**src/rtl/fan_ctrl_pkg.sv**
```systemverilog
`default_nettype none
// ============================================================================
// Module      : fan_ctrl_pkg
// Description : Shared types and frame-layout constants for the fan
//               controller coefficient loader.
// Revision    : 1.0 - initial release
// ============================================================================
package fan_ctrl_pkg;

    localparam int COEF_W           = 32;
    localparam int C_NUM_WORDS      = 5;
    localparam int C_BYTES_PER_WORD = 4;
    localparam int C_NUM_BYTES      = C_NUM_WORDS * C_BYTES_PER_WORD;
    localparam int C_CNT_W          = 5;

    // Frame byte offsets of each coefficient; each word is sent little-endian.
    localparam int C_BYTE_B2 = 0;
    localparam int C_BYTE_B1 = 4;
    localparam int C_BYTE_B0 = 8;
    localparam int C_BYTE_A1 = 12;
    localparam int C_BYTE_A0 = 16;

    localparam int C_WORD_B2 = C_BYTE_B2 / C_BYTES_PER_WORD;
    localparam int C_WORD_B1 = C_BYTE_B1 / C_BYTES_PER_WORD;
    localparam int C_WORD_B0 = C_BYTE_B0 / C_BYTES_PER_WORD;
    localparam int C_WORD_A1 = C_BYTE_A1 / C_BYTES_PER_WORD;
    localparam int C_WORD_A0 = C_BYTE_A0 / C_BYTES_PER_WORD;

    localparam logic [C_CNT_W-1:0] C_LAST_BYTE = C_CNT_W'(C_NUM_BYTES - 1);

    typedef enum logic [1:0] {
        ST_IDLE    = 2'd0,
        ST_LOAD    = 2'd1,
        ST_CHECK   = 2'd2,
        ST_PENDING = 2'd3
    } state_t;

    function automatic logic [C_CNT_W-1:0] byte_index(input int word, input int lane);
        return C_CNT_W'(word * C_BYTES_PER_WORD + lane);
    endfunction

endpackage
`default_nettype wire

```
**src/rtl/fan_coef_if.sv**
```systemverilog
`default_nettype none
// ============================================================================
// Module      : fan_coef_if
// Description : Switch/strobe input pins and coefficient/status outputs of
//               the coefficient loader.
// Revision    : 1.0 - initial release
// ============================================================================
interface fan_coef_if #(
    parameter int COEF_W = fan_ctrl_pkg::COEF_W
);
    logic [7:0]        data_i;
    logic              strb_i;
    logic              cfg_i;
    logic              clk_en_pid_i;
    logic [COEF_W-1:0] b2_o;
    logic [COEF_W-1:0] b1_o;
    logic [COEF_W-1:0] b0_o;
    logic [COEF_W-1:0] a1_o;
    logic [COEF_W-1:0] a0_o;
    logic              busy_o;
    logic              err_o;
    logic              upd_o;

    modport master (
        output data_i, strb_i, cfg_i, clk_en_pid_i,
        input  b2_o, b1_o, b0_o, a1_o, a0_o, busy_o, err_o, upd_o
    );

    modport slave (
        input  data_i, strb_i, cfg_i, clk_en_pid_i,
        output b2_o, b1_o, b0_o, a1_o, a0_o, busy_o, err_o, upd_o
    );
endinterface
`default_nettype wire

```
**src/rtl/fan_sync_edge.sv**
```systemverilog
`default_nettype none
// ============================================================================
// Module      : fan_sync_edge
// Description : Two-flop synchroniser for a strobe pin plus companion bits,
//               with rising-edge detect on the strobe.
// Revision    : 1.0 - initial release
// ============================================================================
module fan_sync_edge #(
    parameter int W = 1
) (
    input  wire logic         clk,
    input  wire logic         rst_n,
    input  wire logic         strb_i,
    input  wire logic [W-1:0] d_i,
    output logic              rise_o,
    output logic [W-1:0]      q_o
);

    logic [W:0] meta_q, meta_d;
    logic [W:0] sync_q, sync_d;
    logic       prev_q, prev_d;
    logic [1:0] vld_q,  vld_d;

    // prev is held high until the chain carries real pin samples, so a pin
    // already high at reset release never looks like a rising edge.
    always_comb begin
        meta_d = {d_i, strb_i};
        sync_d = meta_q;
        vld_d  = {vld_q[0], 1'b1};
        prev_d = sync_q[0] | ~vld_q[1];
    end

    always_ff @(posedge clk or negedge rst_n) begin
        if (!rst_n) begin
            meta_q <= '0;
            sync_q <= '0;
            prev_q <= 1'b1;
            vld_q  <= '0;
        end else begin
            meta_q <= meta_d;
            sync_q <= sync_d;
            prev_q <= prev_d;
            vld_q  <= vld_d;
        end
    end

    assign rise_o = sync_q[0] & ~prev_q;
    assign q_o    = sync_q[W:1];

endmodule
`default_nettype wire

```
**src/rtl/fan_coef_loader.sv**
```systemverilog
`default_nettype none
// ============================================================================
// Module      : fan_coef_loader
// Description : Loads five PID coefficients from a strobed byte stream into a
//               shadow, verifies an XOR checksum and commits on a PID sample.
// Revision    : 1.0 - initial release
// ============================================================================
module fan_coef_loader #(
    parameter int                COEF_W = fan_ctrl_pkg::COEF_W,
    parameter logic [COEF_W-1:0] DEF_B2 = '0,
    parameter logic [COEF_W-1:0] DEF_B1 = '0,
    parameter logic [COEF_W-1:0] DEF_B0 = '0,
    parameter logic [COEF_W-1:0] DEF_A1 = '0,
    parameter logic [COEF_W-1:0] DEF_A0 = '0
) (
    input  wire logic  clk,
    input  wire logic  rst_n,
    fan_coef_if.slave  bus
);

    import fan_ctrl_pkg::*;

    typedef logic [C_NUM_WORDS-1:0][COEF_W-1:0] words_t;

    // Word 0 (LSB) is b2, matching the frame order.
    localparam words_t C_DEF_COEFS = {DEF_A0, DEF_A1, DEF_B0, DEF_B1, DEF_B2};

    logic       w_strb_evt;
    logic       w_cfg_s;
    logic [7:0] w_byte_s;

    fan_sync_edge #(
        .W (9)
    ) u_sync (
        .clk    (clk),
        .rst_n  (rst_n),
        .strb_i (bus.strb_i),
        .d_i    ({bus.cfg_i, bus.data_i}),
        .rise_o (w_strb_evt),
        .q_o    ({w_cfg_s, w_byte_s})
    );

    state_t             state_q,  state_d;
    logic [C_CNT_W-1:0] cnt_q,    cnt_d;
    logic [7:0]         xor_q,    xor_d;
    words_t             shadow_q, shadow_d;
    words_t             coef_q,   coef_d;
    logic               err_q,    err_d;
    logic               upd_q,    upd_d;

    always_comb begin
        state_d  = state_q;
        cnt_d    = cnt_q;
        xor_d    = xor_q;
        shadow_d = shadow_q;
        coef_d   = coef_q;
        err_d    = err_q;
        upd_d    = 1'b0;

        case (state_q)
            ST_IDLE: begin
                if (w_strb_evt && w_cfg_s) begin
                    shadow_d       = '0;
                    shadow_d[0][7:0] = w_byte_s;
                    xor_d          = w_byte_s;
                    cnt_d          = C_CNT_W'(1);
                    err_d          = 1'b0;
                    state_d        = ST_LOAD;
                end
            end

            ST_LOAD: begin
                if (!w_cfg_s) begin
                    shadow_d = '0;
                    cnt_d    = '0;
                    xor_d    = '0;
                    state_d  = ST_IDLE;
                end else if (w_strb_evt) begin
                    for (int w = 0; w < C_NUM_WORDS; w++) begin
                        for (int b = 0; b < C_BYTES_PER_WORD; b++) begin
                            if (cnt_q == byte_index(w, b)) begin
                                shadow_d[w][8*b +: 8] = w_byte_s;
                            end
                        end
                    end
                    xor_d = xor_q ^ w_byte_s;
                    if (cnt_q == C_LAST_BYTE) begin
                        cnt_d   = '0;
                        state_d = ST_CHECK;
                    end else begin
                        cnt_d = cnt_q + 1'b1;
                    end
                end
            end

            ST_CHECK: begin
                if (!w_cfg_s) begin
                    shadow_d = '0;
                    cnt_d    = '0;
                    xor_d    = '0;
                    state_d  = ST_IDLE;
                end else if (w_strb_evt) begin
                    xor_d = '0;
                    if (w_byte_s == xor_q) begin
                        state_d = ST_PENDING;
                    end else begin
                        err_d    = 1'b1;
                        shadow_d = '0;
                        state_d  = ST_IDLE;
                    end
                end
            end

            // Strobes and cfg are deliberately ignored while a commit waits.
            ST_PENDING: begin
                if (bus.clk_en_pid_i) begin
                    coef_d  = shadow_q;
                    upd_d   = 1'b1;
                    state_d = ST_IDLE;
                end
            end

            default: begin
                state_d = ST_IDLE;
            end
        endcase
    end

    always_ff @(posedge clk or negedge rst_n) begin
        if (!rst_n) begin
            state_q  <= ST_IDLE;
            cnt_q    <= '0;
            xor_q    <= '0;
            shadow_q <= '0;
            coef_q   <= C_DEF_COEFS;
            err_q    <= 1'b0;
            upd_q    <= 1'b0;
        end else begin
            state_q  <= state_d;
            cnt_q    <= cnt_d;
            xor_q    <= xor_d;
            shadow_q <= shadow_d;
            coef_q   <= coef_d;
            err_q    <= err_d;
            upd_q    <= upd_d;
        end
    end

    assign bus.b2_o   = coef_q[C_WORD_B2];
    assign bus.b1_o   = coef_q[C_WORD_B1];
    assign bus.b0_o   = coef_q[C_WORD_B0];
    assign bus.a1_o   = coef_q[C_WORD_A1];
    assign bus.a0_o   = coef_q[C_WORD_A0];
    assign bus.busy_o = (state_q != ST_IDLE);
    assign bus.err_o  = err_q;
    assign bus.upd_o  = upd_q;

endmodule
`default_nettype wire

```
**src/flat_wrapper.sv**
```systemverilog
// flat-port wrapper written by rule: the top's interface ports become plain ports
module fan_coef_loader_flat import fan_ctrl_pkg::*;
#(
    parameter int                COEF_W = fan_ctrl_pkg::COEF_W,
    parameter logic [COEF_W-1:0] DEF_B2 = '0,
    parameter logic [COEF_W-1:0] DEF_B1 = '0,
    parameter logic [COEF_W-1:0] DEF_B0 = '0,
    parameter logic [COEF_W-1:0] DEF_A1 = '0,
    parameter logic [COEF_W-1:0] DEF_A0 = '0
)
  (clk, rst_n, bus_data_i, bus_strb_i, bus_cfg_i, bus_clk_en_pid_i, bus_b2_o, bus_b1_o, bus_b0_o, bus_a1_o, bus_a0_o, bus_busy_o, bus_err_o, bus_upd_o);
  fan_coef_if #(.COEF_W(COEF_W)) bus_i ();
  input  wire logic clk;
  input  wire logic rst_n;
  input wire logic [$bits(bus_i.data_i)-1:0] bus_data_i;
  input wire logic [$bits(bus_i.strb_i)-1:0] bus_strb_i;
  input wire logic [$bits(bus_i.cfg_i)-1:0] bus_cfg_i;
  input wire logic [$bits(bus_i.clk_en_pid_i)-1:0] bus_clk_en_pid_i;
  output wire logic [$bits(bus_i.b2_o)-1:0] bus_b2_o;
  output wire logic [$bits(bus_i.b1_o)-1:0] bus_b1_o;
  output wire logic [$bits(bus_i.b0_o)-1:0] bus_b0_o;
  output wire logic [$bits(bus_i.a1_o)-1:0] bus_a1_o;
  output wire logic [$bits(bus_i.a0_o)-1:0] bus_a0_o;
  output wire logic [$bits(bus_i.busy_o)-1:0] bus_busy_o;
  output wire logic [$bits(bus_i.err_o)-1:0] bus_err_o;
  output wire logic [$bits(bus_i.upd_o)-1:0] bus_upd_o;
  assign bus_i.data_i = bus_data_i;
  assign bus_i.strb_i = bus_strb_i;
  assign bus_i.cfg_i = bus_cfg_i;
  assign bus_i.clk_en_pid_i = bus_clk_en_pid_i;
  assign bus_b2_o = bus_i.b2_o;
  assign bus_b1_o = bus_i.b1_o;
  assign bus_b0_o = bus_i.b0_o;
  assign bus_a1_o = bus_i.a1_o;
  assign bus_a0_o = bus_i.a0_o;
  assign bus_busy_o = bus_i.busy_o;
  assign bus_err_o = bus_i.err_o;
  assign bus_upd_o = bus_i.upd_o;
  fan_coef_loader #(.COEF_W(COEF_W), .DEF_B2(DEF_B2), .DEF_B1(DEF_B1), .DEF_B0(DEF_B0), .DEF_A1(DEF_A1), .DEF_A0(DEF_A0)) u_core (.clk(clk), .rst_n(rst_n), .bus(bus_i));
endmodule
```
**config.mk**
```make
export PLATFORM = sky130hd
export DESIGN_NAME = fan_coef_loader_flat
export DESIGN_NICKNAME = d
export VERILOG_FILES = /design/src/rtl/fan_ctrl_pkg.sv /design/src/rtl/fan_coef_if.sv /design/src/rtl/fan_sync_edge.sv /design/src/rtl/fan_coef_loader.sv /design/src/flat_wrapper.sv
export SDC_FILE = /design/constraint.sdc
export NUM_CORES = 1
export LEC_CHECK = 0
export CAP_MARGIN = 20
export CORE_MARGIN = 2
export CORE_UTILIZATION = 30
export CTS_CLUSTER_DIAMETER = 40
export DETAILED_ROUTE_END_ITERATION = 6
export GPL_ROUTABILITY_DRIVEN = 0
export HOLD_SLACK_MARGIN = 0.08
export PLACE_DENSITY = 0.45
export SYNTH_ARGS = -nofsm -noshare
export SYNTH_HDL_FRONTEND = slang
export SYNTH_SLANG_ARGS = --single-unit
```
**constraint.sdc**
```tcl
create_clock -name clk -period 3.15 [get_ports clk]
set_clock_uncertainty 0.1 [all_clocks]
set_input_delay 0.315 -clock clk [delete_from_list [all_inputs] [get_ports clk]]
set_output_delay 0.315 -clock clk [all_outputs]
set_load 0.02 [all_outputs]
```
==> metrics.txt <==
result of the run=complete, no violations; Final Hold Viols=0; area of the multi-input gates=between 4000 and 5000 um2; Syn. warnings=0; Root Driver=clkbuf_16; crit path kind=reg2reg; worst min-delay path category=in2async; Die Wd=219.4 um; number of global-route vias before repair=9,719; setup violators final=0; vias per cell=4.779; Total Die Area=48,130 um2; Pins Over Slew Limit=0; area grow syn2layout=33.94%; PwrDens=a little under 1000 nW/um2; Mapped Cells=1,091; Critical Path Source Type=flip-flop; Mapped Area=13,920 um2; ANT nets after route=0; R2R setup slack=0.43 ns; maximum root-to-sink buffer count=3; core footprint=45,580 um2; detailed router's first-iteration violation count=455; RSZ-0062 raised after global routing=no; fillers=4,281; crit path cell chain=inv_1 > ha_1 > a21o_1 > a221oi_4 > buf_4 > nand2_1 > or2_1 > mux2_4; CP top delay family=simple AND/OR/NAND/NOR gates; RR Startpoint=u_core.state_q[1]; FF-to-FF path depth=8; register area=9010 um2; share of synthesized flip-flops with an asynchronous set or reset=100.0%; CTS H-Tree Depth=2; total setup buffers inserted after CTS=0; First-pass DRT Iterations=4; count leader, synth=dfrtp_1; data arrival time of the worst path=3.11 ns; Final nets=between 1,000 and 1,500; Post-Route WL=37,770 um; DRC violations left=0; Leakage Power=8.514 nW; Post-synth top flop=dfrtp_1; drt wl/cell=19.48 um; grt total ovfl=0; min Tclk post-route=2.723 ns; first-pass GRT wire length=59,050 um; Worst-Skew Late Latency=about 0.61 ns; ANT cells=0; Seq/Total Area, Yosys=64.73%; number of synthesized flops with an enable pin=0; clock sinks=360; Row Count=78; vias post-DR=9,267; syn avg cell area=between 10 and 15 um2; Worst path slowest cell=buf_4; Worst path max stage delay=0.40 ns; setup TNS=0 ns; Final Total Pwr=~18 mW; Worst Setup End Kind=flip-flop; post-synthesis net count=approximately 1,100; Critical R2R Capture=u_core.shadow_q[97]; top post-synthesis cells by count=dfrtp_1, o21ai_0, mux2_2; largest net degree at the start of global routing=90; worst rel slew slack=39.10%; worst vdd ir=0.4719 mV; Synth top area share=~65%; Seq cells post-synth=360; cts repair resizes=0; Ports=176; Max Freq=roughly 370 MHz; max cap viols=0; Initial Utilization=30.54%; Clock Pin Slew Worst Setup and Hold Paths=0.06 ns; Worst EP required=3.54 ns; Die Span Y=219.4 um; Crit Path Max Fanout=34; cell types occupying the most area after synthesis=dfrtp_1, mux2_2, o21ai_0, nand2_1, clkbuf_1; cell taking the most area after synthesis=dfrtp_1; Slew @ Worst Pin=0.8905 ns; # port buffers=175; GRT Total Usage=16.11%; Detail Placement HPWL=approximately 24,000 um; period utilization=86.46%; CTS buffer count=59; layout cells sized above 1=22.40%; CTS tree=built; Worst Path Buf+Inv=2; initial antenna violation count=1; number of library cell types mapped by synthesis=between 40 and 50
through the flow:
step	utilization [%]	setup slack (ns)	area, um2	cells	hold WS, ns
final	40.90	0.4265	18640	1939	0.2161
after CTS	40.90	0.4255	18640	1939	0.1979
after global routing	40.90	0.2435	18640	1939	0.2465
after detailed placement	36.06	0.4077	16440	1821	0.2347
after global placement	36.06	0.4638	16440	1821	0.2332
after floorplan	-	0.8395	13920	1091	-0.08059
state kept, by name, indices dropped and copies added (netlist names):
signal	flops
u_core.bus.a0_o	32
u_core.bus.a1_o	32
u_core.bus.b0_o	32
u_core.bus.b1_o	32
u_core.bus.b2_o	32
u_core.bus.err_o	1
u_core.bus.upd_o	1
u_core.cnt_q	5
u_core.shadow_q	160
u_core.state_q	2
u_core.u_sync.meta_q	10
u_core.u_sync.prev_q	1
u_core.u_sync.sync_q	10
u_core.u_sync.vld_q	2
u_core.xor_q	8
how the worst max path moves through the flow:
stage / from / endpoint / slack [ns] / cells after the start
global placement: u_core.state_q[1] / u_core.shadow_q[27] / 0.46 / 8
detailed placement: u_core.state_q[1] / u_core.shadow_q[97] / 0.41 / 8
floorplan: u_core.state_q[1] / u_core.shadow_q[153] / 0.84 / 8
global route: u_core.state_q[1] / u_core.shadow_q[66] / 0.24 / 8
finish: u_core.state_q[1] / u_core.shadow_q[97] / 0.43 / 8
CTS: u_core.state_q[1] / u_core.shadow_q[97] / 0.43 / 8
report_power, final:
part	switching [mW]	internal [mW]	total, mW	leakage, nW
logic	2.72	2.06	4.78	2.59
registers	0.797	5.93	6.73	4.92
clock network	2.33	4.38	6.70	1.01
total	5.84	12.4	18.2	8.51
layout by cell type, fill, tap and decap left out, types with 9 or more instances in the layout:
| cell | n |
|---|---|
| nand2b_1 | 9 |
| clkbuf_16 | 60 |
| or2_1 | 13 |
| inv_1 | 16 |
| clkbuf_1 | 9 |
| nand2_1 | 43 |
| buf_4 | 20 |
| dlygate4sd3_1 | 11 |
| o21ai_0 | 316 |
| clkdlybuf4s50_1 | 174 |
| clkbuf_8 | 9 |
| dfrtp_1 | 359 |
| mux2_2 | 154 |
| ha_1 | 11 |
| o21ai_1 | 10 |
| buf_12 | 9 |
kinds of logic after synthesis:
| kind of cell | share of synthesized area, % |
|---|---|
| compound gates | 14.12 |
| mux | 13.18 |
| fa+ha+maj | 0.9888 |
| xor+xnor | 0.5034 |
| buf+inv | 2.850 |
| flops | 64.73 |
| other cells | 0.02694 |
| simple gates | 3.596 |
worst register-to-register path, stage by stage (launching register included):
cell	delay, ns
dfrtp_1	0.39
inv_1	0.11
ha_1	0.24
a21o_1	0.22
a221oi_4	0.24
buf_4	0.40
nand2_1	0.25
or2_1	0.36
mux2_4	0.32
per-layer routing:
layer / part of all wire [%] / track usage (%)
met2: 46 / 25.14
met3: 4.3 / 3.243
met4: 2.0 / 5.225
met5: 0 / 0
met1: 48 / 22.44
area by class of cell:
class	instances	area share, %
well taps	600	4.027
clock buffers	78	8.899
multi-input cells	640	24.28
clock inverters	29	2.342
flip-flops and latches	360	48.33
repair buffers	215	11.79
inverters	17	0.3423
what timing repair did:
| action | in CTS | in global routing |
|---|---|---|
| endpoints found under the hold margin | 99 | 0 |
| setup endpoints to repair | 0 | 0 |
| hold buffers | 11 | 0 |
(Power assumes the default switching activity.)
